===== src/rtl/score_display_pkg.sv =====
// Shared types and constants for the game-score display path: the
// converter FSM states, default sizes and the decimal range helpers.
package score_display_pkg;

  localparam int IN_WIDTH_DEF = 16;
  localparam int DIGITS_DEF   = 4;

  typedef enum logic [1:0] {
    IDLE  = 2'd0,
    SHIFT = 2'd1,
    DONE  = 2'd2
  } state_e;

  // Largest value that fits in `digits` decimal digits (10^digits - 1).
  function automatic longint unsigned max_val(input int digits);
    longint unsigned r;
    r = 1;
    for (int i = 0; i < digits; i++) r = r * 10;
    return r - 1;
  endfunction

  // Saturation pattern: every BCD digit set to 9, digit 0 in bits [3:0].
  function automatic logic [63:0] all_nines(input int digits);
    logic [63:0] r;
    r = '0;
    for (int i = 0; i < digits; i++) r[4*i +: 4] = 4'h9;
    return r;
  endfunction

endpackage


===== src/rtl/bcd_add3.sv =====
// Double-dabble digit corrector: adds 3 to a BCD digit of 5 or more so the
// following left shift carries correctly into the next decimal digit.
module bcd_add3 (
  input  logic [3:0] digit_i,
  output logic [3:0] digit_o
);

  assign digit_o = (digit_i >= 4'd5) ? digit_i + 4'd3 : digit_i;

endmodule


===== src/rtl/score_bcd_converter.sv =====
// Sequential binary-to-BCD converter (shift-and-add-3, one bit per clock)
// with start/busy/done handshake and saturation above the display range.
module score_bcd_converter
  import score_display_pkg::*;
#(
  parameter int IN_WIDTH = IN_WIDTH_DEF,
  parameter int DIGITS   = DIGITS_DEF
) (
  input  logic                  clk,
  input  logic                  reset_n,
  input  logic                  start,
  input  logic [IN_WIDTH-1:0]   bin_in,
  output logic                  busy,
  output logic                  done,
  output logic [4*DIGITS-1:0]   bcd_out,
  output logic                  overflow
);

  localparam int                BCD_W      = 4 * DIGITS;
  localparam int                CNT_W      = $clog2(IN_WIDTH + 1);
  localparam longint unsigned   MAX_VAL    = max_val(DIGITS);
  localparam logic [63:0]       NINES_WIDE = all_nines(DIGITS);
  localparam logic [BCD_W-1:0]  NINES      = NINES_WIDE[BCD_W-1:0];

  state_e              state_q, state_d;
  logic [IN_WIDTH-1:0] bin_q, bin_d;
  logic [BCD_W-1:0]    acc_q, acc_d, acc_adj;
  logic [CNT_W-1:0]    cnt_q, cnt_d;
  logic                ovf_q, ovf_d;
  logic                busy_q, busy_d;
  logic                done_q, done_d;
  logic [BCD_W-1:0]    bcd_q, bcd_d;
  logic                overflow_q, overflow_d;
  logic                in_range;

  assign in_range = (64'(bin_in) <= MAX_VAL);

  for (genvar g = 0; g < DIGITS; g++) begin : g_add3
    bcd_add3 u_add3 (
      .digit_i (acc_q[4*g +: 4]),
      .digit_o (acc_adj[4*g +: 4])
    );
  end

  // Handshake outputs are registered, so they trail the state by one edge;
  // busy_q also masks start during the done cycle, when state is IDLE again.
  always_comb begin
    // NOTE: every signal assigned here gets a default first so no latch is inferred.
    state_d    = state_q;
    bin_d      = bin_q;
    acc_d      = acc_q;
    cnt_d      = cnt_q;
    ovf_d      = ovf_q;
    busy_d     = (state_q != IDLE);
    done_d     = 1'b0;
    bcd_d      = bcd_q;
    overflow_d = overflow_q;

    unique case (state_q)
      IDLE: begin
        if (start && !busy_q) begin
          bin_d   = bin_in;
          acc_d   = '0;
          cnt_d   = CNT_W'(IN_WIDTH);
          ovf_d   = !in_range;
          state_d = SHIFT;
        end
      end
      SHIFT: begin
        if (ovf_q) begin
          state_d = DONE;
        end else begin
          {acc_d, bin_d} = {acc_adj, bin_q} << 1;
          cnt_d          = cnt_q - CNT_W'(1);
          if (cnt_q == CNT_W'(1)) state_d = DONE;
        end
      end
      DONE: begin
        bcd_d      = ovf_q ? NINES : acc_q;
        overflow_d = ovf_q;
        done_d     = 1'b1;
        state_d    = IDLE;
      end
      default: state_d = IDLE;
    endcase
  end

  // NOTE: sequential state uses non-blocking assignments; the combinational block above uses blocking.
  always_ff @(posedge clk or negedge reset_n) begin
    if (!reset_n) begin
      state_q    <= IDLE;
      bin_q      <= '0;
      acc_q      <= '0;
      cnt_q      <= '0;
      ovf_q      <= 1'b0;
      busy_q     <= 1'b0;
      done_q     <= 1'b0;
      bcd_q      <= '0;
      overflow_q <= 1'b0;
    end else begin
      state_q    <= state_d;
      bin_q      <= bin_d;
      acc_q      <= acc_d;
      cnt_q      <= cnt_d;
      ovf_q      <= ovf_d;
      busy_q     <= busy_d;
      done_q     <= done_d;
      bcd_q      <= bcd_d;
      overflow_q <= overflow_d;
    end
  end

  assign busy     = busy_q;
  assign done     = done_q;
  assign bcd_out  = bcd_q;
  assign overflow = overflow_q;

endmodule

===== config.mk =====
export PLATFORM = sky130hd
export DESIGN_NAME = score_bcd_converter
export DESIGN_NICKNAME = d
export VERILOG_FILES = /design/src/rtl/score_display_pkg.sv /design/src/rtl/bcd_add3.sv /design/src/rtl/score_bcd_converter.sv
export SDC_FILE = /design/constraint.sdc
export NUM_CORES = 1
export LEC_CHECK = 0
export ABC_CLOCK_PERIOD_IN_PS = 2510
export CORE_MARGIN = 1
export CORE_UTILIZATION = 50
export CTS_CLUSTER_SIZE = 14
export DETAILED_ROUTE_END_ITERATION = 16
export PLACE_DENSITY = 0.72
export SLEW_MARGIN = 20
export SYNTH_ARGS = -nofsm -noshare
export SYNTH_HDL_FRONTEND = slang
export SYNTH_SLANG_ARGS = --single-unit

===== constraint.sdc =====
create_clock -name clk -period 2.51 [get_ports clk]
set_clock_uncertainty 0.15 [all_clocks]
set_input_delay 0.3765 -clock clk [delete_from_list [all_inputs] [get_ports clk]]
set_output_delay 0.3765 -clock clk [all_outputs]
set_load 0.1 [all_outputs]

==> results.md, run 1 <==
* Vias in the first global route at 2276
* Yosys reg bits at 59
* DIE HEIGHT at 77.4 um
* Vias at 2281
* Register area at 0.00148 sq mm
* CTS Buf Count at 9
* Antenna Cells at 0
* CTS tree: yes
* Post-Syn Area per Cell at 10.1 sq um
* Detailed Routing Iterations Pass 1 at 4
* Gr usage total at 22.9%
* Area leader, netlist: dfrtp_1
* Design Power at 3990 uW
* Area Overhead vs Synth at 22.2%
* Setup TNS at 0 ns
* Critical path required time at 2.58 ns
* WL/cell at 14.8 um
* Yosys cell types at 39
* Post-Syn Nets at 312
* Core Rows at 27
* Top cells by area, synth: dfrtp_1 (52%), o21ai_0 (5.5%), ha_1 (4.4%), inv_1 (4.0%), nand2_1 (2.9%)
* Maximum vdd drop at 794 uV
* Largest net degree at the start of global routing at 60
* PortBufs at 37
* Fmax at 0.497 GHz
* Initial DRC count at 159
* CP Launch Type: flop
* Initial antenna violation count at 0
* Fin nets at 354
* Die area at 0.00600 sq mm
* CP endpoint kind: flop
* Sequential-to-total area share from yosys stat at 51.9%
* Final min period at 2.01 ns
* CP arrival at 2.08 ns
* Fin cells at 401
* Final hold vios at 0
* Initial Utilization at 51.7%
* Static leakage at 0.00150 uW
* Area of the multi-input gates at 0.00120 sq mm
* Hold Crit Class: flop to flop
* Post-CTS Setup Bufs at 0
* Clock sink count at 59
* Slew Viols, Final at 0
* H-tree levels at 3
* Overflow after GRT at 0
* DR DRC count at 0
* Max clock buf depth at 2
* GPL Wtd Cong at 0.782
* Die width at 77.4 um
* P per Cell Area at 1150 mW/mm^2
* First-pass GRT wire length at 10.7 mm
* Most frequent cell after synthesis: dfrtp_1
* Layout cell share with drive strength beyond 1 at 15.2%
* Hold_buf cts at 1
* Async SR Flop Fraction at 100%
* Reg clk slew, reported paths at 0.07 ns
* Detailed placement HPWL at 4.07 mm
* IO Count at 38
* Clk root buf: clkbuf_8
* Post-Syn Instances at 283
* Core Area at 0.00551 sq mm
* Synth cell count leaders: dfrtp_1 (59), o21ai_0 (31), inv_1 (30)
* Inst Count DP at 385
* Number of enable flip-flop cells after synthesis at 0
* Top_reg_cell synth: dfrtp_1
* CP Max Fanout at 15
* Status: complete, no violations
* Filler Cells Inserted at 479
* Worst-margin pin slew at 0.503 ns
* Max-Cap Viols at 0
* Yosys top cell area share at 51.9%
* Synth warn at 0
* Max-slew headroom at 66.5%
* DRT antenna net count at 0
* Critical path class: flop to flop
* Unrepaired setup endpoints after global routing: false
* Vias per cell at 5.69
* Final cycle utilization of the critical path at 80.2%
* Cell Area, Synth at 0.00285 sq mm
* Final setup violation count at 0
* Final WL at 5.95 mm
* Clock Latency Late Sink at 0.33 ns
* CTS resizes at 0
* Fin Hold WS at 0.327 ns
[cell families after synthesis]
logic type	share of synthesized area, %
buffers and inverters	6.51
multiplexers	2.90
AND/OR/NAND/NOR	12.1
flip-flops	51.9
AO/OA/AOI/OAI	21.2
adder cells (fa/ha/maj)	4.40
XOR/XNOR	0.924
[report_power, final]
group | switching [uW] | internal, uW | leakage [uW]
clock network | 355 | 431 | 0.0000953
logic | 1280 | 511 | 0.000638
registers | 186 | 1230 | 0.000764
[registers in the layout (all words and copies together), names as in the netlist]
name	count
acc_q	16
bcd_out	16
bin_q	16
busy	1
cnt_q	5
done	1
overflow	1
ovf_q	1
state_q	2
[cell usage in the layout, fill, tap and decap left out, types with 3 or more instances in the layout]
| master | n |
|---|---|
| o2111ai_1 | 8 |
| nor2_1 | 11 |
| xnor2_1 | 3 |
| inv_1 | 30 |
| o211ai_1 | 8 |
| clkdlybuf4s50_1 | 17 |
| a22oi_1 | 10 |
| o21a_1 | 5 |
| a32o_1 | 4 |
| nand2b_1 | 5 |
| nor2b_1 | 5 |
| clkbuf_8 | 12 |
| nand2_1 | 22 |
| o31ai_1 | 7 |
| mux2i_1 | 6 |
| buf_4 | 29 |
| o21ai_0 | 31 |
| ha_1 | 10 |
| nand3_1 | 13 |
| o32ai_1 | 7 |
| dfrtp_1 | 59 |
[metal layers]
metal  track usage, %  up-vias  routed length, um
met5                0        -                  0
met4             11.1        0                108
met3             4.35        9                251
met2             36.6       59               2820
met1             29.9     1106               2770
li1                 -     1107                  -
[final timing paths]
kind	start	slack (ns)	end	cells past startpoint
min in group asynchronous	reset_n	0.42	acc_q[7]	3
max in group asynchronous	reset_n	1.53	bin_q[7]	3
hold / removal	bcd_out[7]	0.33	bcd_out[7]	2
setup reg to reg	state_q[1]	0.50	cnt_q[4]	3
hold reg to reg	bcd_out[7]	0.33	bcd_out[7]	2
setup / recovery	state_q[1]	0.50	cnt_q[4]	3
[final cells by class]
cell class	count	share of cell area (%)
Clock inverter	2	0.288
Multi-Input combinational cell	176	34.4
Timing Repair Buffer	49	12.2
Tap cell	72	2.59
Clock buffer	13	4.86
Sequential cell	59	42.5
Inverter	30	3.24
[critical path, stage by stage, from the launching register on]
cell	delay [ns]
dfrtp_1	0.48
or3b_1	0.64
or4_1	0.50
mux2i_1	0.13
[metrics by stage]
stage	worst slack, ns	cell area, sq um	utilization [%]
finish	0.498	3480	63.1
CTS	0.490	3480	63.1
global route	0.416	3480	63.1
global placement	0.450	3290	59.7
detailed placement	0.414	3290	59.7
floorplan	0.360	2850	-
Power figures use the tool's default switching activity.
==> inputs of run 2 (changes only) <==
--- a/config.mk
+++ b/config.mk
@@ -5,12 +5,12 @@
 export SDC_FILE = /design/constraint.sdc
 export NUM_CORES = 1
 export LEC_CHECK = 0
-export ABC_CLOCK_PERIOD_IN_PS = 2510
+export ABC_CLOCK_PERIOD_IN_PS = 1800
 export CORE_MARGIN = 1
-export CORE_UTILIZATION = 50
+export CORE_UTILIZATION = 49
 export CTS_CLUSTER_SIZE = 14
 export DETAILED_ROUTE_END_ITERATION = 16
-export PLACE_DENSITY = 0.72
+export PLACE_DENSITY = 0.73
 export SLEW_MARGIN = 20
 export SYNTH_ARGS = -nofsm -noshare
 export SYNTH_HDL_FRONTEND = slang
==> constraint.sdc (replaced) <==
create_clock -name clk -period 1.8 [get_ports clk]
set_clock_uncertainty 0.15 [all_clocks]
set_input_delay 0.27 -clock clk [delete_from_list [all_inputs] [get_ports clk]]
set_output_delay 0.27 -clock clk [all_outputs]
set_load 0.1 [all_outputs]
==> run 2 against run 1 <==
  * Design area is 13% higher
  * Critical endpoint is now ovf_q
  * Hold slack worse by 0.10 ns
  * Sequential power grew 45%
  * Sequential share of layout area shrank 4.7 points
  * Clock power up 64%
  * Largest cell class unchanged
  * Die area is 2.0% higher
  * Register-to-register slack worse by 0.43 ns
==> results.md, run 2 (synthesis results as in run 1) <==
* CTS Buf Count at 9 (unchanged)
* DRT antenna net count at 0 (unchanged)
* Largest stage delay, worst path at 0.45 ns (-0.19 ns)
* CP arrival at 1.81 ns (-0.27 ns)
* Detailed Routing Iterations Pass 1 at 4 (unchanged)
* Gr usage total at 23.1% (+0.16 points)
* Max clock buf depth at 2 (unchanged)
* Detailed placement HPWL at 4.56 mm (+12%)
* Filler Cells Inserted at 415 (-13%)
* Vias in the first global route at 2353 (+3.4%)
* Slowest CP cell: dfrtp_2
* P per Cell Area at 1660 mW/mm^2 (+45%)
* H-tree levels at 3 (unchanged)
* Critical path required time at 1.87 ns (-0.71 ns)
* Hold Crit Class: input port to asynchronous set/reset pin
* CTS tree: yes
* Most frequent cells in the layout: dfrtp_1 (56), inv_1 (30), o21ai_0 (25)
* Clock Latency Late Sink at 0.35 ns (+0.02 ns)
* Status: complete, no violations
* Vias at 2341 (+2.6%)
* Core Area at 0.00554 sq mm (+0.61%)
* Worst-margin pin slew at 0.418 ns (-0.0845 ns)
* CP endpoint kind: flop
* Fmax at 0.577 GHz (+16%)
* Max-Cap Viols at 0 (unchanged)
* WL/cell at 15.0 um (+0.80%)
* Die area at 0.00612 sq mm (+2.0%)
* Layout cell share with drive strength beyond 1 at 21.3% (+6.1 points)
* DIE HEIGHT at 78.2 um (+0.99%)
* PortBufs at 37 (unchanged)
* Fin nets at 371 (+4.8%)
* Largest net degree at the start of global routing at 43 (-28%)
* Initial Utilization at 51.4% (-0.32 points)
* Layout Utilization at 70.9% (+7.7 points)
* Overflow after GRT at 0 (unchanged)
* Reg clk slew, reported paths at 0.07 ns (about the same)
* Final setup violation count at 0 (unchanged)
* Die width at 78.2 um (+0.99%)
* Worst path cell trace: buf_4 > nor4b_2 > buf_4 > o211ai_1 > o32a_1
* Final WL at 6.27 mm (+5.3%)
* Commonest non-fill, non-tap cell in the layout: dfrtp_1
* Slew Viols, Final at 0 (unchanged)
* Area Overhead vs Synth at 38.0%
* Antenna Cells at 0 (unchanged)
* R2R setup slack at 0.07 ns (-0.43 ns)
* Final cycle utilization of the critical path at 96.4% (+16 points)
* Max-slew headroom at 71.7% (+5.2 points)
* Initial DRC count at 163 (+2.5%)
* CP Launch Type: flop
* Most frequent CP cell: buf_4
* Static leakage at 0.00167 uW (+12%)
* Clock sink count at 59 (unchanged)
* First-pass GRT wire length at 10.9 mm (+1.8%)
* Final hold vios at 0 (unchanged)
* DR DRC count at 0 (unchanged)
* Maximum vdd drop at 1260 uV (+59%)
* Fin Hold WS at 0.227 ns (-0.101 ns)
* Setup TNS at 0 ns (unchanged)
* Clk root buf: clkbuf_8
* GPL Wtd Cong at 0.807 (+3.1%)
* Initial antenna violation count at 0 (unchanged)
* Critical path class: flop to flop
* Final min period at 1.73 ns (-0.278 ns)
* Vias per cell at 5.59 (-1.8%)
* Core Rows at 27 (unchanged)
* IO Count at 38 (unchanged)
* CP Max Fanout at 6 (-9)
[run 2: changes by cell type in the layout (fill, tap and decap cells not counted), sizes merged]
cell / previous run / this run
buf: 31 / 48
bufinv: 0 / 2
clkbuf: 13 / 11
clkinvlp: 0 / 1
[run 2: layout make-up]
cell class                      instances  area (sq um)  share of cell area (%)
Sequential cell                        59          1480                    37.8
Multi-Input combinational cell        176          1210                    30.9
Timing Repair Buffer                   66           821                    20.9
Clock buffer                           11           131                    3.35
Inverter                               30           113                    2.87
Tap cell                               72          90.1                    2.29
Clock inverter                          5          77.6                    1.98
[run 2: worst max-delay path, delay by kind of cell (launching register included)]
| kind | cells | cell delay (ns) |
|---|---|---|
| AOI/OAI and AO/OA | 2 | 0.41 |
| buffers and inverters | 2 | 0.36 |
| DFF | 1 | 0.45 |
| and+or+nand+nor | 1 | 0.24 |
[run 2: what timing repair did]
item / CTS / global route
endpoints found under the setup margin: 1 / 7
setup buffers: 0 / 1
resized for setup: 1 / 5
endpoints found under the hold margin: 17 / 0
hold buffers: 1 / 0
[run 2: worst paths after layout]
| kind | cells past startpoint | end | start |
|---|---|---|---|
| worst max register to register | 5 | ovf_q | state_q[1] |
| worst min-delay path | 2 | bcd_out[15] | reset_n |
| worst max-delay path | 5 | ovf_q | state_q[1] |
| max in group asynchronous | 3 | busy | reset_n |
| min in group clk | 2 | acc_q[0] | bin_q[15] |
| worst min register to register | 2 | acc_q[0] | bin_q[15] |
[run 2: metrics by stage]
stage,total power (uW),instances,worst slack [ns],cell area (sq um)
detailed placement,5190,401,-0.122,3680
finish,6510,419,0.0656,3930
floorplan,3890,283,-0.0456,2880
CTS,6510,418,0.00706,3910
global placement,5100,401,-0.0980,3680
global route,6860,419,-0.00615,3930
[run 2: metal layers]
metal	global-route usage, %	share of wire [%]
met3	4.19	3.7
met4	12.2	2.3
met5	0	0
met1	29.2	44
met2	37.7	50
[run 2: power breakdown]
group	internal (uW)	switching [uW]	total [uW]
Combinational	1280	1900	3170
Sequential	1720	324	2050
Clock	775	517	1290
